--- config.mk ---
export PLATFORM = sky130hd
export DESIGN_NAME = bias_relu_layer1_10
export DESIGN_NICKNAME = d
export VERILOG_FILES = /design/src/rtl/bias_relu_layer1_10_pkg.sv /design/src/rtl/bias_relu_layer1_10_relu_sat.sv /design/src/rtl/bias_relu_layer1_10.sv
export SDC_FILE = /design/constraint.sdc
export NUM_CORES = 1
export LEC_CHECK = 0
export CAP_MARGIN = 20
export CORE_ASPECT_RATIO = 1.1
export CORE_UTILIZATION = 45
export DETAILED_ROUTE_END_ITERATION = 7
export PLACE_DENSITY = 0.86
export SETUP_SLACK_MARGIN = 0.3
export SLEW_MARGIN = 20
export SYNTH_ARGS = -nofsm -noshare
export SYNTH_HDL_FRONTEND = slang
export SYNTH_SLANG_ARGS = --single-unit
--- constraint.sdc ---
create_clock -name clk -period 9.15 [get_ports clk]
set_clock_uncertainty 0.05 [all_clocks]
set_input_delay 0.915 -clock clk [delete_from_list [all_inputs] [get_ports clk]]
set_output_delay 0.915 -clock clk [all_outputs]
set_load 0.02 [all_outputs]
--- src/rtl/bias_relu_layer1_10_pkg.sv ---
// Shared definitions for the layer-1 slice-10 bias + ReLU stage: FSM encoding,
// default widths/shifts and the packed-bus width helper.
package bias_relu_layer1_10_pkg;

  typedef enum logic [1:0] {
    S_IDLE = 2'd0,
    S_WAIT = 2'd1,
    S_PROC = 2'd2,
    S_DONE = 2'd3
  } state_t;

  localparam int DEF_OUT_SIZE   = 8;
  localparam int DEF_W          = 8;
  localparam int DEF_ACC_W      = 20;
  localparam int DEF_BIAS_SHIFT = 4;
  localparam int DEF_OUT_SHIFT  = 4;

  function automatic int packed_width(input int n, input int w);
    return n * w;
  endfunction

endpackage

--- src/rtl/bias_relu_layer1_10_relu_sat.sv ---
// Combinational per-neuron datapath: bias alignment and add, ReLU, rescale and
// saturation to the signed activation range.
module bias_relu_layer1_10_relu_sat
  import bias_relu_layer1_10_pkg::*;
#(
  parameter int W          = DEF_W,
  parameter int ACC_W      = DEF_ACC_W,
  parameter int BIAS_SHIFT = DEF_BIAS_SHIFT,
  parameter int OUT_SHIFT  = DEF_OUT_SHIFT
) (
  input  logic [ACC_W-1:0] acc,
  input  logic [W-1:0]     bias,
  output logic [W-1:0]     act
);

  // Two guard bits keep the sum of a shifted bias and a full-range accumulator exact.
  localparam int SUM_W = ACC_W + 2;
  localparam logic signed [SUM_W-1:0] ACT_MAX = SUM_W'((1 << (W - 1)) - 1);

  logic signed [SUM_W-1:0] acc_ext;
  logic signed [SUM_W-1:0] bias_ext;
  logic signed [SUM_W-1:0] sum;
  logic signed [SUM_W-1:0] q;

  always_comb begin
    acc_ext  = SUM_W'($signed(acc));
    bias_ext = SUM_W'($signed(bias)) <<< BIAS_SHIFT;
    sum      = acc_ext + bias_ext;
    q        = sum >>> OUT_SHIFT;
    act      = '0;
    if (sum[SUM_W-1]) begin
      act = '0;
    end else if (q > ACT_MAX) begin
      act = ACT_MAX[W-1:0];
    end else begin
      act = q[W-1:0];
    end
  end

endmodule

--- src/rtl/bias_relu_layer1_10.sv ---
// Bias + ReLU stage for layer 1, slice 10: captures biases and MAC sums once,
// then produces one activation per cycle through a shared relu_sat datapath.
module bias_relu_layer1_10
  import bias_relu_layer1_10_pkg::*;
#(
  parameter int OUT_SIZE   = DEF_OUT_SIZE,
  parameter int W          = DEF_W,
  parameter int ACC_W      = DEF_ACC_W,
  parameter int BIAS_SHIFT = DEF_BIAS_SHIFT,
  parameter int OUT_SHIFT  = DEF_OUT_SHIFT
) (
  input  logic                                      clk,
  input  logic                                      rst_n,
  input  logic                                      start,
  input  logic [packed_width(OUT_SIZE, W)-1:0]      bias_in,
  input  logic                                      bias_done,
  input  logic [packed_width(OUT_SIZE, ACC_W)-1:0]  acc_in,
  input  logic                                      acc_valid,
  output logic [packed_width(OUT_SIZE, W)-1:0]      act_out,
  output logic                                      busy,
  output logic                                      done
);

  localparam int IDX_W = (OUT_SIZE > 1) ? $clog2(OUT_SIZE) : 1;
  localparam logic [IDX_W-1:0] LAST_IDX = IDX_W'(OUT_SIZE - 1);

  state_t                                    state;
  logic [IDX_W-1:0]                          idx;
  logic [packed_width(OUT_SIZE, W)-1:0]      bias_q;
  logic [packed_width(OUT_SIZE, ACC_W)-1:0]  acc_q;
  logic [W-1:0]                              bias_cur;
  logic [ACC_W-1:0]                          acc_cur;
  logic [W-1:0]                              act_cur;

  assign bias_cur = bias_q[idx*W +: W];
  assign acc_cur  = acc_q[idx*ACC_W +: ACC_W];

  bias_relu_layer1_10_relu_sat #(
    .W          (W),
    .ACC_W      (ACC_W),
    .BIAS_SHIFT (BIAS_SHIFT),
    .OUT_SHIFT  (OUT_SHIFT)
  ) relu_sat (
    .acc  (acc_cur),
    .bias (bias_cur),
    .act  (act_cur)
  );

  // done is raised on the first full DONE cycle so it trails the last write by one edge.
  always_ff @(posedge clk or negedge rst_n) begin
    if (!rst_n) begin
      state   <= S_IDLE;
      idx     <= '0;
      bias_q  <= '0;
      acc_q   <= '0;
      act_out <= '0;
      busy    <= 1'b0;
      done    <= 1'b0;
    end else begin
      case (state)
        S_IDLE: begin
          if (start) begin
            state <= S_WAIT;
            busy  <= 1'b1;
          end
        end
        S_WAIT: begin
          if (bias_done && acc_valid) begin
            bias_q <= bias_in;
            acc_q  <= acc_in;
            idx    <= '0;
            state  <= S_PROC;
          end
        end
        S_PROC: begin
          act_out[idx*W +: W] <= act_cur;
          idx <= idx + 1'b1;
          if (idx == LAST_IDX) begin
            state <= S_DONE;
            busy  <= 1'b0;
          end
        end
        S_DONE: begin
          if (start) begin
            state <= S_WAIT;
            busy  <= 1'b1;
            done  <= 1'b0;
          end else begin
            done <= 1'b1;
          end
        end
        default: begin
          state <= S_IDLE;
        end
      endcase
    end
  end

endmodule
==> results of run 1 <==
==> routing by layer <==
| metal | global-route usage, % | part of all wire (%) | vias to the layer above |
|---|---|---|---|
| met1 | 30.4 | 39 | 4936 |
| met2 | 40.9 | 51 | 398 |
| met5 | 0 | 0 | - |
| li1 | - | - | 4770 |
| met4 | 10.5 | 4.2 | 0 |
| met3 | 2.78 | 5.5 | 85 |
==> per-stage QoR <==
step                      power, W  setup slack (ns)
after floorplan            0.00437              4.43
after global placement     0.00509              4.07
after detailed placement   0.00524              3.93
after CTS                  0.00634              3.97
after global routing       0.00675              3.73
final                      0.00630              4.03
==> sequential cells by signal, summed over array words and instances, names as in the netlist <==
register	cells
acc_q	128
act_out	64
bias_q	64
busy	1
done	1
idx	3
state	2
==> worst max-delay path: cells and delay by family (launching register included) <==
kind	cells	cell delay, ns
flip-flops	1	0.49
AND/OR/NAND/NOR	5	1.70
adder cells (fa/ha/maj)	1	0.45
buffers and inverters	1	0.83
XOR/XNOR	1	0.14
multiplexers	1	0.60
AO/OA/AOI/OAI	4	0.68
==> logic make-up after synthesis <==
group	count (synthesis)	share of synthesized area (%)
flip-flops	263	53.6
multiplexers	51	9.06
AO/OA/AOI/OAI	106	5.27
adder cells (fa/ha/maj)	27	2.81
XOR/XNOR	10	0.714
buffers and inverters	78	2.47
AND/OR/NAND/NOR	789	26.1
==> area by class of cell <==
type | count | area [µm²]
fill | 2138 | 10900
clock buffer | 35 | 736
inverter | 14 | 52.6
timing repair buffer | 268 | 2690
multi-input combinational | 983 | 5410
tap | 357 | 447
sequential | 263 | 6590
clock inverter | 11 | 108
==> power groups by stage <==
stage	registers (W)	clock network [W]	logic (W)
5_1_grt	0.00203	0.00113	0.00359
4_1_cts	0.00198	0.00109	0.00328
6_report	0.00198	0.00107	0.00326
3_3_place_gp	0.00194	0	0.00314
2_1_floorplan	0.00194	0	0.00242
3_5_place_dp	0.00199	0	0.00325
==> cell usage after synthesis, types with 4 or more instances <==
master,n
nand2_1,722
dfrtp_1,263
o21ai_1,55
clkbuf_1,52
mux4_2,48
ha_1,26
a21oi_1,13
inv_1,13
and2_1,12
nor2_1,12
buf_1,9
nand3_1,7
nor3_1,7
o21ai_0,7
nor4_4,6
xnor2_1,6
a21o_1,4
a22o_1,4
xor2_1,4
==> how the worst max path moves through the flow <==
stage | slack, ns | depth (start not counted) | startpoint | to
floorplan | 4.43 | 15 | idx[0] | act_out[0]
global route | 3.73 | 13 | idx[0] | act_out[4]
detailed placement | 3.93 | 13 | idx[0] | act_out[44]
CTS | 3.97 | 13 | idx[0] | act_out[22]
global placement | 4.07 | 13 | idx[0] | act_out[44]
finish | 4.03 | 13 | idx[0] | act_out[10]
==> flow_summary.json, run 1 <==
{
  "syn_avg_cell_area_um2": 9.27,
  "area_growth_pct": 30.6,
  "n_antenna_cell": 0,
  "track_usage_pct": 23.8,
  "timing.hold.ws_ns": 0.375,
  "p_sw_share_pct": 42.5,
  "layout_common_cells": "nand2_1 (722), dfrtp_1 (261), clkdlybuf4s50_1 (261)",
  "pwr-share-clk_pct": 17.0,
  "grt_pass1_vias": 10222,
  "max_freq_ghz": 0.195,
  "max_slew.worst_pin.slew_ns": 1.03,
  "critPathMostFrequentCell": "nand2_1",
  "wl_per_cell_um": 17.2,
  "finalHoldViolCount": 0,
  "hp-class": "input port to asynchronous set/reset pin",
  "finalWirelength_mm": 33.1,
  "coreArea_um2": 26900,
  "synth_cell_types": 55,
  "fin_crit_sh_pct": 56.0,
  "htree_levels": 1,
  "ys.warnings.count": 0,
  "viasPerCell": 5.28,
  "power.internal_w": 0.00362,
  "clkLatencyLatePin_ns": 0.53,
  "synth_area_leaders": "dfrtp_1 (54%), nand2_1 (22%), mux4_2 (8.8%)",
  "cts_tree": "yes",
  "core.rowCount": 63,
  "powerDensity_nw_per_um2": 393,
  "r2r-start": "idx[0]",
  "hpwl_mm": 23.0,
  "start_util_pct": 45.7,
  "p_comb_share_pct": 51.7,
  "fin_area_um2": 16000,
  "grt_first_pass_wirelength_mm": 52.7,
  "post_cts_resized": 0,
  "synth_area_um2": 12300,
  "yosysTopAreaCell": "dfrtp_1",
  "layout_commonest_cell": "nand2_1",
  "cts_buffer_depth": 3,
  "ctsHoldBuffers": 0,
  "r2r_cells": 13,
  "final_util_pct": 59.6,
  "numPortBuffers": 262,
  "dpl-instance-area_um2": 15200,
  "worst-setup-path-type": "register to register",
  "layout-drive-gt1-share_pct": 7.69,
  "grt_antenna_before_repair": 0,
  "status": "finished clean",
  "clock_sinks": 263,
  "die_w_um": 159,
  "grt_overflow": 0,
  "p_sw_w": 0.00268,
  "r2r-end": "act_out[10]",
  "post-cts-setup-buffer-count": 0,
  "ff2ff_setup_slack_ns": 4.03,
  "cp-end-kind": "register",
  "synth_nets": 1580,
  "maxSlewHeadroom_pct": 31.5,
  "peakVddDrop_v": 0.000303,
  "fin_nets": 1812,
  "die_h_um": 175,
  "pwr-share-seq_pct": 31.4,
  "cts_buffers": 26,
  "finalSetupViolCount": 0,
  "synth_edf_count": 0,
  "total_leakage_power_nw": 7.74,
  "async_reset_ff_share_pct": 100,
  "place_inst": 1885,
  "yosysTopAreaCellShare_pct": 53.6,
  "drtPass1Iterations": 7,
  "first_iter_violations": 718,
  "slowest_stage": "buf_4",
  "period_needed_ns": 5.12,
  "ant_nets": 0,
  "io_pins": 295,
  "ys_seq_elements": 263,
  "maxCapViolations": 0,
  "layout.cells.non_filler": 1931,
  "grt_max_degree": 151,
  "path_clk_slew_ns": 0.06,
  "cp-start-kind": "register",
  "place.gp.congestion": 0.831,
  "rsz0062_at_grt": "no",
  "syn_inst": 1324,
  "critPathRequiredTime_ns": 9.47,
  "ys_seq_area_share_pct": 53.6,
  "slowest_delay_ns": 0.83,
  "drc": 0,
  "vias": 10189,
  "fin_setup_tns_ns": 0,
  "ys.flop_type": "dfrtp_1",
  "drv_slew": 0,
  "critPathMaxFanout": 47,
  "worstPathArrival_ns": 5.44,
  "die_area_um2": 27900,
  "cts_root_buf": "clkbuf_16",
  "crit_chain": "buf_4 > mux4_2 > nand2_1 > nand2_1 > ha_1 > a21oi_2 > o211ai_1 > o211ai_2 > nand2_1 > xor2_1 > or4_4 > nor4_4 > o21ai_1"
}
Note: power is estimated with default switching activity, not from simulation.
==> run 2: changes to the inputs <==
--- a/config.mk
+++ b/config.mk
@@ -9,7 +9,7 @@
 export CORE_ASPECT_RATIO = 1.1
 export CORE_UTILIZATION = 45
 export DETAILED_ROUTE_END_ITERATION = 7
-export PLACE_DENSITY = 0.86
+export PLACE_DENSITY = 0.88
 export SETUP_SLACK_MARGIN = 0.3
 export SLEW_MARGIN = 20
 export SYNTH_ARGS = -nofsm -noshare
==> constraint.sdc (replaced) <==
create_clock -name clk -period 4.6 [get_ports clk]
set_clock_uncertainty 0.05 [all_clocks]
set_input_delay 0.46 -clock clk [delete_from_list [all_inputs] [get_ports clk]]
set_output_delay 0.46 -clock clk [all_outputs]
set_load 0.02 [all_outputs]
==> flow_summary.json, run 2 (synthesized netlist as in run 1, its figures left out) <==
{
  "wl_per_cell_um": 16.9,
  "fin_setup_tns_ns": 0,
  "drtPass1Iterations": 4,
  "core.rowCount": 63,
  "viasPerCell": 5.27,
  "slowest_delay_ns": 0.54,
  "clock_sinks": 263,
  "worst_slack_ns": 0.517,
  "cts_tree": "yes",
  "critPathMaxFanout": 20,
  "critPathRequiredTime_ns": 4.95,
  "finalSetupViolCount": 0,
  "drc": 0,
  "powerDensity_nw_per_um2": 801,
  "max_freq_ghz": 0.245,
  "worstPathArrival_ns": 4.44,
  "drv_slew": 0,
  "crit_chain": "buf_12 > mux4_2 > nand2_1 > nand2_1 > ha_1 > inv_1 > fa_1 > nand2b_1 > a21oi_2 > nor2_2 > o21ai_2 > xor2_1 > or4_4 > buf_4 > nor4_4 > buf_4 > o21ai_1",
  "cts_root_buf": "clkbuf_16",
  "grt_max_degree": 126,
  "track_usage_pct": 23.7,
  "slowest_stage": "dfrtp_4",
  "path_clk_slew_ns": 0.06,
  "layout_common_cells": "nand2_1 (721), dfrtp_1 (261), clkdlybuf4s50_1 (261)",
  "maxCapViolations": 0,
  "r2r-end": "act_out[27]",
  "layout_commonest_cell": "nand2_1",
  "peakVddDrop_v": 0.000642,
  "ant_nets": 0,
  "grt_antenna_before_repair": 1,
  "die_area_um2": 27900,
  "grt_first_pass_wirelength_mm": 52.5,
  "first_iter_violations": 768,
  "startpoint": "idx[0]",
  "total_leakage_power_nw": 7.93,
  "fin_area_um2": 16400,
  "die_h_um": 175,
  "vias": 10300,
  "r2r_cells": 17,
  "die_w_um": 159,
  "maxSlewHeadroom_pct": 33.3,
  "cp-start-kind": "register",
  "io_pins": 295,
  "finalHoldViolCount": 0,
  "area_growth_pct": 33.9,
  "cts_buffers": 27,
  "fin_nets": 1833,
  "numPortBuffers": 262,
  "max_slew.worst_pin.slew_ns": 1.00,
  "top_regs": "acc_q: 128 flops, act_out: 64 flops, bias_q: 64 flops",
  "pre_cts_ws_ns": 0.404,
  "cp-end-kind": "register",
  "htree_levels": 1,
  "period_needed_ns": 4.08,
  "r2r-start": "idx[0]",
  "hpwl_mm": 23.5,
  "endpoint": "act_out[27]",
  "place.gp.congestion": 0.831,
  "grt_overflow": 0,
  "fin_crit_sh_pct": 88.8,
  "ff2ff_setup_slack_ns": 0.52,
  "largest_register_ffs": 128,
  "grt_pass1_vias": 10567,
  "coreArea_um2": 26900,
  "largest-register": "acc_q",
  "layout-drive-gt1-share_pct": 9.33,
  "dpl-instance-area_um2": 15400,
  "finalWirelength_mm": 33.1,
  "worst-setup-path-type": "register to register",
  "clkLatencyLatePin_ns": 0.53,
  "timing.hold.ws_ns": 0.403,
  "status": "finished clean",
  "hp-class": "input port to register",
  "start_util_pct": 45.7,
  "rsz0062_at_grt": "no",
  "cts_buffer_depth": 3,
  "n_antenna_cell": 0
}
run 2: what timing repair did:
action / in CTS / in global routing
setup endpoints to repair: 0 / 56
setup buffers: 0 / 2
hold endpoints to repair: 4 / 0
gates resized for setup: 0 / 4
hold buffers: 1 / 0
run 2: metal layers:
layer	part of all wire [%]	up-vias	GRT usage, %
li1	-	4804	-
met1	40	5000	28.9
met2	51	391	41.6
met3	5.3	103	2.97
met4	4.6	2	11.6
met5	0.039	-	0
run 2: through the flow:
stage / power, W / cells / utilization, %
floorplan: 0.00870 / 1324 / -
CTS: 0.0132 / 1952 / 61.0
finish: 0.0132 / 1954 / 61.1
global route: 0.0141 / 1954 / 61.1
detailed placement: 0.0106 / 1902 / 57.2
global placement: 0.0103 / 1902 / 57.2
run 2: critical path, delay by kind of cell, from the launching register on:
family	cells	cell delay, ns
multiplexers	1	0.35
XOR/XNOR	1	0.10
flip-flops	1	0.54
AND/OR/NAND/NOR	6	1.24
buffers and inverters	4	0.67
adder cells (fa/ha/maj)	2	0.55
AO/OA/AOI/OAI	3	0.43
run 2: cell type report:
class | count | area, µm²
inverters | 14 | 52.6
flip-flops and latches | 263 | 6590
multi-input cells | 983 | 5420
clock buffers | 36 | 779
fillers | 2030 | 10400
clock inverters | 13 | 251
repair buffers | 288 | 2900
well taps | 357 | 447
run 2: where the power goes:
group	switching, W	internal [W]
Combinational	0.00390	0.00286
Clock	0.000921	0.00158
Sequential	0.000585	0.00333
run 2: worst min-delay path by stage:
stage | start | end | slack (ns) | cells past startpoint
2_1_floorplan | rst_n | acc_q[104] | 0.11 | 0
3_3_place_gp | acc_q[149] | acc_q[149] | 0.40 | 2
3_5_place_dp | bias_q[20] | bias_q[20] | 0.41 | 2
4_1_cts | bias_in[22] | bias_q[22] | 0.39 | 3
5_1_grt | acc_in[111] | acc_q[111] | 0.41 | 3
6_report | acc_in[99] | acc_q[99] | 0.40 | 3
==> run 3: changes to the inputs <==
==> constraint.sdc (replaced) <==
create_clock -name clk -period 4.6 [get_ports clk]
set_clock_uncertainty 0.05 [all_clocks]
set_input_delay 0.92 -clock clk [delete_from_list [all_inputs] [get_ports clk]]
set_output_delay 0.92 -clock clk [all_outputs]
set_load 0.02 [all_outputs]
==> flow_summary.json, run 3 (synthesized netlist as in run 1, its figures left out) <==
{
  "rsz0062_at_grt": "no",
  "fin_nets": 1849,
  "fin_area_um2": 16500,
  "die_h_um": 175,
  "area_growth_pct": 34.4,
  "maxCapViolations": 0,
  "place.gp.congestion": 0.871,
  "grt_antenna_before_repair": 0,
  "layout_common_cells": "nand2_1 (722), dfrtp_1 (261), clkdlybuf4s50_1 (261)",
  "io_pins": 295,
  "grt_overflow": 0,
  "peakVddDrop_v": 0.000535,
  "path_clk_slew_ns": 0.06,
  "cts_buffers": 27,
  "drc": 0,
  "dpl-instance-area_um2": 15400,
  "cts_buffer_depth": 3,
  "die_w_um": 159,
  "max_freq_ghz": 0.240,
  "largest_register_ffs": 128,
  "worst_slack_ns": 0.438,
  "total_leakage_power_nw": 8.00,
  "die_area_um2": 27900,
  "maxSlewHeadroom_pct": 38.2,
  "layout_commonest_cell": "nand2_1",
  "finalWirelength_mm": 34.3,
  "grt_first_pass_wirelength_mm": 54.2,
  "hpwl_mm": 24.2,
  "critPathMaxFanout": 14,
  "critPathRequiredTime_ns": 4.98,
  "worst-setup-path-type": "register to register",
  "n_antenna_cell": 0,
  "cts_root_buf": "clkbuf_16",
  "track_usage_pct": 24.7,
  "status": "finished clean",
  "htree_levels": 1,
  "ant_nets": 0,
  "grt_pass1_vias": 10583,
  "first_iter_violations": 678,
  "wl_per_cell_um": 17.4,
  "viasPerCell": 5.25,
  "largest-register": "acc_q",
  "clkLatencyLatePin_ns": 0.55,
  "vias": 10345,
  "core.rowCount": 63,
  "drv_slew": 0,
  "coreArea_um2": 26900,
  "start_util_pct": 45.7,
  "ctsHoldBuffers": 0,
  "clock_sinks": 263,
  "powerDensity_nw_per_um2": 802,
  "numPortBuffers": 262,
  "period_needed_ns": 4.16,
  "cp-end-kind": "register",
  "top_regs": "acc_q: 128 flops, act_out: 64 flops, bias_q: 64 flops",
  "cp-start-kind": "register",
  "grt_max_degree": 157,
  "r2r_cells": 14,
  "finalHoldViolCount": 0,
  "finalSetupViolCount": 0,
  "layout-drive-gt1-share_pct": 10.3,
  "drtPass1Iterations": 6,
  "fin_setup_tns_ns": 0,
  "final_util_pct": 61.4,
  "fin_crit_sh_pct": 90.5,
  "cts_tree": "yes",
  "worstPathArrival_ns": 4.54,
  "pre_cts_ws_ns": 0.260,
  "hp-class": "input port to asynchronous set/reset pin",
  "max_slew.worst_pin.slew_ns": 0.927
}
run 3: cell types whose count changed in the layout (fill, tap and decap cells not counted), sizes merged:
| cell | delta |
|---|---|
| clkinv | +4 |
| bufinv | -3 |
| clkbuf | -2 |
| inv | +1 |
| dlygate4sd3 | -1 |
| buf | +17 |
run 3: power by group:
group          total, W  switching [W]  internal [W]
combinational   0.00693        0.00398       0.00295
clock           0.00235       0.000945       0.00140
sequential      0.00396       0.000632       0.00333
total            0.0132        0.00555       0.00767
run 3: repair_timing:
action / CTS / global route
endpoints found under the setup margin: 43 / 56
setup buffers: 1 / 7
gates resized for setup: 0 / 8
pin swaps: 0 / 1
run 3: path summary, 6_finish.rpt:
| kind | startpoint | to | slack, ns |
|---|---|---|---|
| min in group clk | acc_q[58] | acc_q[58] | 0.42 |
| max in group asynchronous | rst_n | bias_q[53] | 2.96 |
| setup / recovery | idx[0] | act_out[56] | 0.44 |
| setup reg to reg | idx[0] | act_out[56] | 0.44 |
| hold reg to reg | acc_q[58] | acc_q[58] | 0.42 |
| hold / removal | rst_n | acc_q[115] | 0.23 |
run 3: metal layers:
layer  part of all wire (%)  GRT usage, %  vias to the layer above  wire length, µm
met4                    5.1          13.0                        0             1750
met5                      0             0                        -                0
met1                     39          30.3                     4990            13400
met3                    5.3          3.47                      100             1800
met2                     51          42.4                      429            17300
li1                       -             -                     4826                -
run 3: cell type report:
class	instances	area, µm²
Clock buffer	34	762
Clock inverter	15	194
Fill cell	2028	10400
Inverter	14	52.6
Multi-Input combinational cell	983	5420
Sequential cell	263	6590
Tap cell	357	447
Timing Repair Buffer	304	3030
run 3: through the flow:
stage / power (W) / instances / hold WS, ns
floorplan: 0.00870 / 1324 / 0.390
global placement: 0.0103 / 1912 / 0.401
detailed placement: 0.0107 / 1912 / 0.408
CTS: 0.0132 / 1962 / 0.424
global route: 0.0141 / 1970 / 0.235
finish: 0.0132 / 1970 / 0.231
run 3: worst max-delay path: stages (launching register included):
cell	delay (ns)
dfrtp_4	0.48
buf_6	0.19
buf_12	0.19
mux4_2	0.52
nand2_1	0.13
nand2_1	0.07
ha_1	0.36
o211ai_2	0.20
a21oi_2	0.07
nor2_2	0.20
o21ai_2	0.08
xor2_1	0.15
or4_4	0.54
or4_1	0.56
a22o_1	0.24
